[src/rtl/pll_meas_seq_ctrl.sv]
// PLL-lock wait timer and 2^k-sample ADC measurement sequencer driven by CPU start bits.
module pll_meas_seq_ctrl #(
   parameter int unsigned CADC_WIDTH  = 10,
   parameter int unsigned WAIT_W      = 12,
   parameter int unsigned MAX_SLOG2   = 3,
   parameter int unsigned ADC_CLK_DIV = 4,
   parameter int unsigned CONV_CYCLES = 10
) (
   input  logic                  CLK,
   input  logic                  RST_N,
   input  logic                  set_wait_pll_start,
   input  logic [WAIT_W-1:0]     wait_cycles,
   input  logic                  set_meas_adc_start,
   input  logic [2:0]            sample_log2,
   input  logic [CADC_WIDTH-1:0] ADC_DOUT,
   output logic                  wait_pll_is_done,
   output logic                  meas_adc_is_done,
   output logic [CADC_WIDTH-1:0] meas_result,
   output logic                  busy,
   output logic                  RSTN_ADC,
   output logic                  CLK_ADC,
   output logic                  CLRN
);

   localparam int unsigned ACC_W    = CADC_WIDTH + MAX_SLOG2;
   localparam int unsigned SCNT_W   = MAX_SLOG2 + 1;
   localparam int unsigned CONV_LEN = 2 * ADC_CLK_DIV * CONV_CYCLES;
   localparam int unsigned CONV_W   = $clog2(CONV_LEN + 1);
   localparam int unsigned DIV_W    = $clog2(ADC_CLK_DIV + 1);
   localparam int unsigned K_W      = 3;

   typedef enum logic [2:0] {
      S_IDLE,
      S_PLL_WAIT,
      S_MEAS_CLR,
      S_MEAS_CONV,
      S_MEAS_ACC
   } state_e;

   state_e                state_q, state_d;
   logic                  pll_in_q, pll_in_d;
   logic                  meas_in_q, meas_in_d;
   logic                  pll_pend_q, pll_pend_d;
   logic                  meas_pend_q, meas_pend_d;
   logic [WAIT_W-1:0]     wait_q, wait_d;
   logic [K_W-1:0]        k_q, k_d;
   logic [WAIT_W-1:0]     pll_cnt_q, pll_cnt_d;
   logic                  clr_cnt_q, clr_cnt_d;
   logic [CONV_W-1:0]     conv_cnt_q, conv_cnt_d;
   logic [DIV_W-1:0]      div_cnt_q, div_cnt_d;
   logic [ACC_W-1:0]      acc_q, acc_d;
   logic [SCNT_W-1:0]     scnt_q, scnt_d;
   logic [CADC_WIDTH-1:0] result_q, result_d;
   logic                  pll_done_q, pll_done_d;
   logic                  meas_done_q, meas_done_d;
   logic                  busy_q, busy_d;
   logic                  rstn_adc_q, rstn_adc_d;
   logic                  clk_adc_q, clk_adc_d;
   logic                  clrn_q, clrn_d;

   logic                  pll_edge_c, meas_edge_c, meas_active_c;
   logic [ACC_W-1:0]      acc_sum_c;
   logic [SCNT_W-1:0]     n_samples_c;

   // Start edge detection and per-sample helpers
   always_comb begin
      pll_edge_c    = set_wait_pll_start & ~pll_in_q;
      meas_edge_c   = set_meas_adc_start & ~meas_in_q;
      meas_active_c = (state_q == S_MEAS_CLR) || (state_q == S_MEAS_CONV) ||
                      (state_q == S_MEAS_ACC);
      acc_sum_c     = acc_q + ACC_W'(ADC_DOUT);
      n_samples_c   = SCNT_W'(1) << k_q;
   end

   // Next-state, request capture, counters and registered-output decode
   always_comb begin
      state_d     = state_q;
      pll_in_d    = set_wait_pll_start;
      meas_in_d   = set_meas_adc_start;
      pll_pend_d  = pll_pend_q;
      meas_pend_d = meas_pend_q;
      wait_d      = wait_q;
      k_d         = k_q;
      pll_cnt_d   = pll_cnt_q;
      clr_cnt_d   = clr_cnt_q;
      conv_cnt_d  = conv_cnt_q;
      div_cnt_d   = div_cnt_q;
      acc_d       = acc_q;
      scnt_d      = scnt_q;
      result_d    = result_q;
      pll_done_d  = pll_done_q;
      meas_done_d = meas_done_q;
      clk_adc_d   = 1'b0;
      rstn_adc_d  = 1'b0;
      clrn_d      = 1'b1;
      busy_d      = 1'b0;

      // Queue a request unless it is a repeat of the operation already running
      if (pll_edge_c && (state_q != S_PLL_WAIT)) begin
         pll_pend_d = 1'b1;
         wait_d     = wait_cycles;
      end
      if (meas_edge_c && !meas_active_c) begin
         meas_pend_d = 1'b1;
         k_d         = (sample_log2 > K_W'(MAX_SLOG2)) ? K_W'(MAX_SLOG2) : sample_log2;
      end

      // Done flags drop when the start is seen low or re-asserted; completion overrides
      if (!set_wait_pll_start || pll_edge_c) pll_done_d = 1'b0;
      if (!set_meas_adc_start || meas_edge_c) meas_done_d = 1'b0;

      unique case (state_q)
         S_IDLE: begin
            // A fresh PLL edge is taken straight away; PLL wins over a pending measurement
            if (pll_pend_q || pll_edge_c) begin
               state_d   = S_PLL_WAIT;
               pll_cnt_d = '0;
            end else if (meas_pend_q) begin
               state_d   = S_MEAS_CLR;
               acc_d     = '0;
               scnt_d    = '0;
               clr_cnt_d = 1'b0;
            end
         end
         S_PLL_WAIT: begin
            if (pll_cnt_q == wait_q) begin
               state_d    = S_IDLE;
               pll_done_d = 1'b1;
               pll_pend_d = 1'b0;
            end else begin
               pll_cnt_d = pll_cnt_q + WAIT_W'(1);
            end
         end
         S_MEAS_CLR: begin
            if (clr_cnt_q) begin
               state_d    = S_MEAS_CONV;
               conv_cnt_d = '0;
               div_cnt_d  = '0;
            end else begin
               clr_cnt_d = 1'b1;
            end
         end
         S_MEAS_CONV: begin
            conv_cnt_d = conv_cnt_q + CONV_W'(1);
            if (conv_cnt_q == CONV_W'(CONV_LEN - 1)) begin
               state_d = S_MEAS_ACC;
            end else if (div_cnt_q == DIV_W'(ADC_CLK_DIV - 1)) begin
               div_cnt_d = '0;
               clk_adc_d = ~clk_adc_q;
            end else begin
               div_cnt_d = div_cnt_q + DIV_W'(1);
               clk_adc_d = clk_adc_q;
            end
         end
         S_MEAS_ACC: begin
            acc_d  = acc_sum_c;
            scnt_d = scnt_q + SCNT_W'(1);
            if ((scnt_q + SCNT_W'(1)) == n_samples_c) begin
               state_d     = S_IDLE;
               result_d    = CADC_WIDTH'(acc_sum_c >> k_q);
               meas_done_d = 1'b1;
               meas_pend_d = 1'b0;
            end else begin
               state_d   = S_MEAS_CLR;
               clr_cnt_d = 1'b0;
            end
         end
         default: state_d = S_IDLE;
      endcase

      rstn_adc_d = (state_d == S_MEAS_CONV) || (state_d == S_MEAS_ACC);
      clrn_d     = (state_d != S_MEAS_CLR);
      busy_d     = (state_d != S_IDLE) || pll_pend_d || meas_pend_d;
   end

   // State and output registers
   always_ff @(posedge CLK or negedge RST_N) begin
      if (!RST_N) begin
         state_q     <= S_IDLE;
         pll_in_q    <= 1'b0;
         meas_in_q   <= 1'b0;
         pll_pend_q  <= 1'b0;
         meas_pend_q <= 1'b0;
         wait_q      <= '0;
         k_q         <= '0;
         pll_cnt_q   <= '0;
         clr_cnt_q   <= 1'b0;
         conv_cnt_q  <= '0;
         div_cnt_q   <= '0;
         acc_q       <= '0;
         scnt_q      <= '0;
         result_q    <= '0;
         pll_done_q  <= 1'b0;
         meas_done_q <= 1'b0;
         busy_q      <= 1'b0;
         rstn_adc_q  <= 1'b0;
         clk_adc_q   <= 1'b0;
         clrn_q      <= 1'b1;
      end else begin
         state_q     <= state_d;
         pll_in_q    <= pll_in_d;
         meas_in_q   <= meas_in_d;
         pll_pend_q  <= pll_pend_d;
         meas_pend_q <= meas_pend_d;
         wait_q      <= wait_d;
         k_q         <= k_d;
         pll_cnt_q   <= pll_cnt_d;
         clr_cnt_q   <= clr_cnt_d;
         conv_cnt_q  <= conv_cnt_d;
         div_cnt_q   <= div_cnt_d;
         acc_q       <= acc_d;
         scnt_q      <= scnt_d;
         result_q    <= result_d;
         pll_done_q  <= pll_done_d;
         meas_done_q <= meas_done_d;
         busy_q      <= busy_d;
         rstn_adc_q  <= rstn_adc_d;
         clk_adc_q   <= clk_adc_d;
         clrn_q      <= clrn_d;
      end
   end

   assign wait_pll_is_done = pll_done_q;
   assign meas_adc_is_done = meas_done_q;
   assign meas_result      = result_q;
   assign busy             = busy_q;
   assign RSTN_ADC         = rstn_adc_q;
   assign CLK_ADC          = clk_adc_q;
   assign CLRN             = clrn_q;

endmodule

[config.mk]
export PLATFORM = sky130hd
export DESIGN_NAME = pll_meas_seq_ctrl
export DESIGN_NICKNAME = d
export VERILOG_FILES = /design/src/rtl/pll_meas_seq_ctrl.sv
export SDC_FILE = /design/constraint.sdc
export NUM_CORES = 1
export LEC_CHECK = 0
export BUFFER_PORTS_ARGS = -buffer_cell sky130_fd_sc_hd__buf_2
export CELL_PAD_IN_SITES_DETAIL_PLACEMENT = 1
export CELL_PAD_IN_SITES_GLOBAL_PLACEMENT = 1
export CORE_MARGIN = 5
export CORE_UTILIZATION = 30
export DETAILED_ROUTE_END_ITERATION = 12
export PLACE_DENSITY = 0.62
export SLEW_MARGIN = 0
export SYNTH_ARGS = -nofsm -noshare
export SYNTH_HDL_FRONTEND = slang
export SYNTH_SLANG_ARGS = --single-unit
[constraint.sdc]
create_clock -name CLK -period 3 [get_ports CLK]
set_input_delay 0.15 -clock CLK [delete_from_list [all_inputs] [get_ports CLK]]
set_output_delay 0.15 -clock CLK [all_outputs]
set_load 0.1 [all_outputs]
Yosys cells after proc, flatten, opt, wreduce, memory -nomap -nowiden
Index checks and enable logic that the tools add are counted.
{"block": "classes", "addsub": 5, "n_lt_le_gt_ge": 1, "n_eq_ne": 20, "shifts": 2, "mux": 42, "bitwise": 5, "n_reduce_logical": 25}
{"op": "$mux W3", "n": 9}
{"op": "$mux W13", "n": 2}
{"op": "$pmux W13 S2", "n": 1}
{"op": "$mux W12", "n": 2}
{"op": "$pmux W12 S2", "n": 1}
{"op": "$mux W1", "n": 18}
{"op": "$pmux W3 S5", "n": 1}
{"op": "$ne A2 B2 Y1 const B", "n": 7}
{"op": "$pmux W7 S2", "n": 1}
{"op": "$add A13 B10 Y13", "n": 1}
{"op": "$shr A13 B3 Y10", "n": 1}
{"op": "$add A12 B1 Y12 const B", "n": 1}
{"op": "$eq A12 B12 Y1", "n": 1}
{"op": "$eq A3 B2 Y1 const B", "n": 4}
{"op": "$reduce_and A3 Y1", "n": 3}
{"op": "$logic_or A1 B1 Y1", "n": 8}
{"op": "$mux W4", "n": 2}
{"op": "$pmux W4 S2", "n": 1}
{"op": "$add A7 B1 Y7 const B", "n": 1}
{"op": "$eq A7 B7 Y1 const B", "n": 1}
{"op": "$mux W7", "n": 1}
{"op": "$eq A3 B3 Y1 const B", "n": 2}
{"op": "$ne A3 B1 Y1 const B", "n": 2}
{"op": "$pmux W3 S2", "n": 1}
{"op": "other kinds (18)", "n": 28}
{"block": "totals", "regBits": 78, "input_bits": 29, "out_inout_bits": 16, "elab_cells": 120}

Longest topological paths before layout
{"block": "logic_depth", "depth_word": 9, "depth_mapped": 10, "ltp_nobuf": 10}

Worst setup path before layout
No wires, ideal clock.
{"block": "synth_timing", "path_kind": "reg-to-reg", "from": "reg acc_q[0]", "to": "reg result_q[7], in the netlist meas_result[7]", "setup_ps": 138, "arrival_time_ps": 2671, "required_ps": 2862, "slack_ps": 191, "stages_incl_launch_ff": 11, "n_path_buf": 0, "synth_period_minus_slack_ps": 2809, "cell_sequence": "dfrtp_1 > ha_1 > inv_1 > fa_1 > nand2b_1 > a2111oi_4 > nor4_1 > or3_1 > mux4_2 > a22oi_2 > o41ai_1"}
{"block": "synth_between", "elab_chain_len": 2}
{"item": "start: declaration", "line_no": "51", "source": "logic [ACC_W-1:0] acc_q, acc_d;"}
{"item": "start signal: assignment", "line_no": "190", "source": "acc_q <= '0;"}
{"item": "start signal: assignment", "line_no": "211", "source": "acc_q <= acc_d;"}
{"item": "$add A13 B10 Y13", "line_no": "71", "source": "acc_sum_c = acc_q + ACC_W'(ADC_DOUT);"}
{"item": "$shr A13 B3 Y10", "line_no": "160", "source": "result_d = CADC_WIDTH'(acc_sum_c >> k_q);"}
{"item": "end signal: assignment", "line_no": "213", "source": "result_q <= result_d;"}
{"item": "end: declaration", "line_no": "53", "source": "logic [CADC_WIDTH-1:0] result_q, result_d;"}
Every way passes these cells.
A chain may end at the register's enable or synchronous reset.

Worst setup path after layout
Ends and elaborated chain as after synthesis.

==> results list <==
- Cell types with the largest area share after synthesis: dfrtp_1 (43%), mux4_2 (4.6%), ha_1 (3.9%)
* Global-route wire length before repair: 19.70 mm
- Of the synthesized area, sequential elements account for 0.4390.
- After synthesis the netlist holds a flip-flop and latch count of 78.
- Switching part of the total power: 0.2450
- Relative contribution of sequential cells to total power: 0.424
* Net total in the final layout: 534
- Arrival time at the worst endpoint: 3100 ps
- Endpoint kind of the worst setup timing path: register
- For met1 alone, demand over resource in global routing was 0.1806.
* Number of antenna cells inserted: 0
- Io pins: 45
* Share of the clock period used by the worst path after layout: 0.9597
- Clock transition at the register clock pins on the worst setup and hold paths after CTS: 70 ps
- Before antenna repair, the detailed router went through 4 iterations.
* Combinational share of power: 0.085
- Via-to-Cell Ratio: 5.281
- Total setup buffers inserted after CTS: 0
- Synth async-reset ratio: 1.000
- Startpoint types: register
- Setup repair after global routing left no endpoint under its margin.
- Worst endpoint required time: 3220 ps
- After detailed routing, the average wire length per cell comes to 17.00 um.
- The path class of the tightest hold or removal check is input port to asynchronous set/reset pin.
- In the final layout, the multi-input gates occupy 2379 um^2.
* Worst slew margin: 0.3023
- Area share of the largest cell type after synthesis: 0.4331
- In this run the power density over the cells is 477.7 nW/um^2.
* Half-perimeter wire length of the detailed placement result: 8.426 mm
- The share of total power dissipated in the clock network is 0.491.
- For the final routed database, the setup TNS stands at 0 ps.
- Hold timing on the final database bottoms out at a slack of -20.00 ps.
- The clock reaches the later pin of the worst-skew pair after 340 ps.
* Antenna violations before repair: 0
* Clk buf depth: 2
* Violated checks: negative hold slack
* Max capacitance violation total: 0
- The worst path needs 2879 ps of the cycle, external delays included.
* Slew at the pin closest to its max-slew limit: 1047 ps
- In this run the horizontal extent of the chip is 131.8 um.
- Setup violations remaining at the end of the flow were counted as 0.
- For this block, the initial DRC count from the detailed router was 166.
* Ys flop type: dfrtp_1
- Buffers inserted during clock tree synthesis total 9.
* Count of unresolved DRC violations after routing: 0
* Clock sinks: 78
* Syn_area_per_cell: 10.07 um^2
* Total congestion overflow: 0
* Chip height: 131.8 um
- TritonCTS clock tree: done
- Post-synthesis to final-layout area growth: 18.14%
* Internal: 1896 uW
- GRT busiest layer: met2
- Aggregate routed wire length: 11.54 mm
* Clock Tree Root: clkbuf_16
* Number of flops mapped to enable cells by yosys: 0
* Share of cells above drive strength 1: 0.2141
- Synthesized instance count: 442
* Count of pins over their slew limit: 0
* Final Hold Fails: 11
- By count the netlist is led by dfrtp_1 (77), nor2_1 (39), nand2_1 (36), o21ai_0 (30), a21oi_1 (22).
- The sequential cells in the finished layout cover a total of 1953 um^2.
- GR Util met2: 0.2263
* Layout filler cell count: 1669
* Via count of the routed design: 3586
- Starting Density: 0.3061
- Layout Skew: 6.654 ps
* Clock H-tree levels: 3
- Largest area contributor in the synthesized netlist: dfrtp_1
- Post-synthesis instance area: 4449 um^2
- The critical path goes through ha_1 > inv_1 > fa_2 > nand2b_4 > a2111oi_4 > nor4_1 > or3_1 > mux4_2 > a22oi_2 > o41ai_1.
* Synth cell types: 61
- Among all cell types in the netlist, the one instantiated most often is dfrtp_1.
- In this run the core area contains 44 standard-cell rows.
* Met3 Resource Use GR: 0.02137
- Synthesis warning total: 0
- The number of global-route vias before repair was 3828.
* Type of the worst setup path: register to register
- The congestion estimate from routability-driven global placement came to 0.8578.
* Largest stage delay, worst path: 510 ps
* Largest net degree at the start of global routing: 79
* Post-Syn Nets: 486
* Crit-path slowest cell: mux4_2
- CORE AREA: 14530 um^2
* Outcome: complete, but fails checks
- In this run the worst path has a maximum fanout of 4.
* Number of nets with antenna violations after routing: 0
- Switching power total: 615.1 uW
- In this run the static leakage power is 0.002456 uW.
- VDD sags by at most 0.0002516 V.
* Maximum frequency from static timing analysis: 347.3 MHz
* Total routing usage reported by global routing: 0.1372
- The die covers 17370 um^2.
* Port-buffer cells: 44
[layout by cell type, fill, tap and decap left out, types with 6 or more instances in the layout]
cell,instances
clkbuf_16,9
buf_4,11
xor2_1,9
a21o_1,6
xnor2_1,19
mux4_2,9
nor2_1,39
a21oi_1,22
nand2_1,36
o21ai_0,30
nand4_1,12
dfrtp_1,77
buf_2,43
a22o_1,15
nor3_1,6
mux2_2,14
inv_1,12
nand3_1,9
ha_1,14
and3_1,7
[power by group through the flow]
| stage | logic, uW | registers [uW] | clock network (uW) |
|---|---|---|---|
| after floorplan | 138 | 1080 | 0 |
| after CTS | 217 | 1060 | 1260 |
| after global routing | 240 | 1070 | 1310 |
| final | 214 | 1060 | 1230 |
| after global placement | 209 | 1080 | 0 |
| after detailed placement | 213 | 1090 | 0 |
[critical path, delay by kind of cell (launching register included)]
family	cells	cell delay, ps
AO/OA/AOI/OAI	3	630
AND/OR/NAND/NOR	3	690
adder cells (fa/ha/maj)	2	520
flip-flops	1	350
multiplexers	1	510
buffers and inverters	1	60
[stage by stage]
step	worst slack [ps]	total power [uW]	instance area [um^2]	instances	utilization
floorplan	190.6	1217	4449	442	-
global placement	70.04	1294	4893	661	0.3367
detailed placement	4.067	1298	4893	661	0.3367
CTS	2.261	2546	5249	679	0.3611
global route	12.57	2612	5256	679	0.3617
finish	120.9	2511	5256	679	0.3617
[timing repair]
action / in CTS / in global routing
hold endpoints to repair: 2 / 0
endpoints found under the setup margin: 1 / 5
pin swaps: 1 / 2
gates resized for setup: 1 / 2
hold buffers: 2 / 0
[logic make-up (layout without fill, tap and decap cells)]
logic type,after synthesis,in the layout,synth area share
flip-flops,78,78,0.4390
XOR/XNOR,28,28,0.05512
adder cells (fa/ha/maj),15,15,0.04387
multiplexers,28,28,0.09224
AND/OR/NAND/NOR,147,147,0.1645
buffers and inverters,32,85,0.02981
AO/OA/AOI/OAI,114,114,0.1755
[area by class of cell]
type / instances / area share
tap: 184 / 0.04380
sequential: 78 / 0.3716
clock inverter: 7 / 0.01952
multi-input combinational: 332 / 0.4525
inverter: 13 / 0.009284
clock buffer: 9 / 0.04285
timing repair buffer: 56 / 0.06046
[routing by layer]
| layer | share of wire | vias up |
|---|---|---|
| li1 | - | 1713 |
| met1 | 0.48 | 1809 |
| met2 | 0.48 | 51 |
| met3 | 0.024 | 13 |
| met4 | 0.019 | 0 |
| met5 | 0 | - |
[final timing paths]
path | from | endpoint | slack [ps] | cells past startpoint
worst max-delay path | acc_q[0] | meas_result[7] | 120 | 10
worst min-delay path | RST_N | meas_result[8] | -20 | 1
worst max register to register | acc_q[0] | meas_result[7] | 120 | 10
worst min register to register | div_cnt_q[2] | div_cnt_q[2] | 490 | 1
max in group asynchronous | RST_N | wait_q[3] | 2330 | 1
min in group CLK | wait_cycles[2] | wait_q[2] | 30 | 2
[state kept, by name, summed over array words and instances (netlist names)]
name / count
CLK_ADC: 1
CLRN: 1
RSTN_ADC: 1
acc_q: 13
busy: 1
clr_cnt_q: 1
conv_cnt_q: 7
div_cnt_q: 3
k_q: 3
meas_adc_is_done: 1
meas_in_q: 1
meas_pend_q: 1
meas_result: 10
pll_cnt_q: 12
pll_in_q: 1
pll_pend_q: 1
scnt_q: 4
state_q: 3
wait_pll_is_done: 1
wait_q: 12
Note: power is estimated with default switching activity, not from simulation.
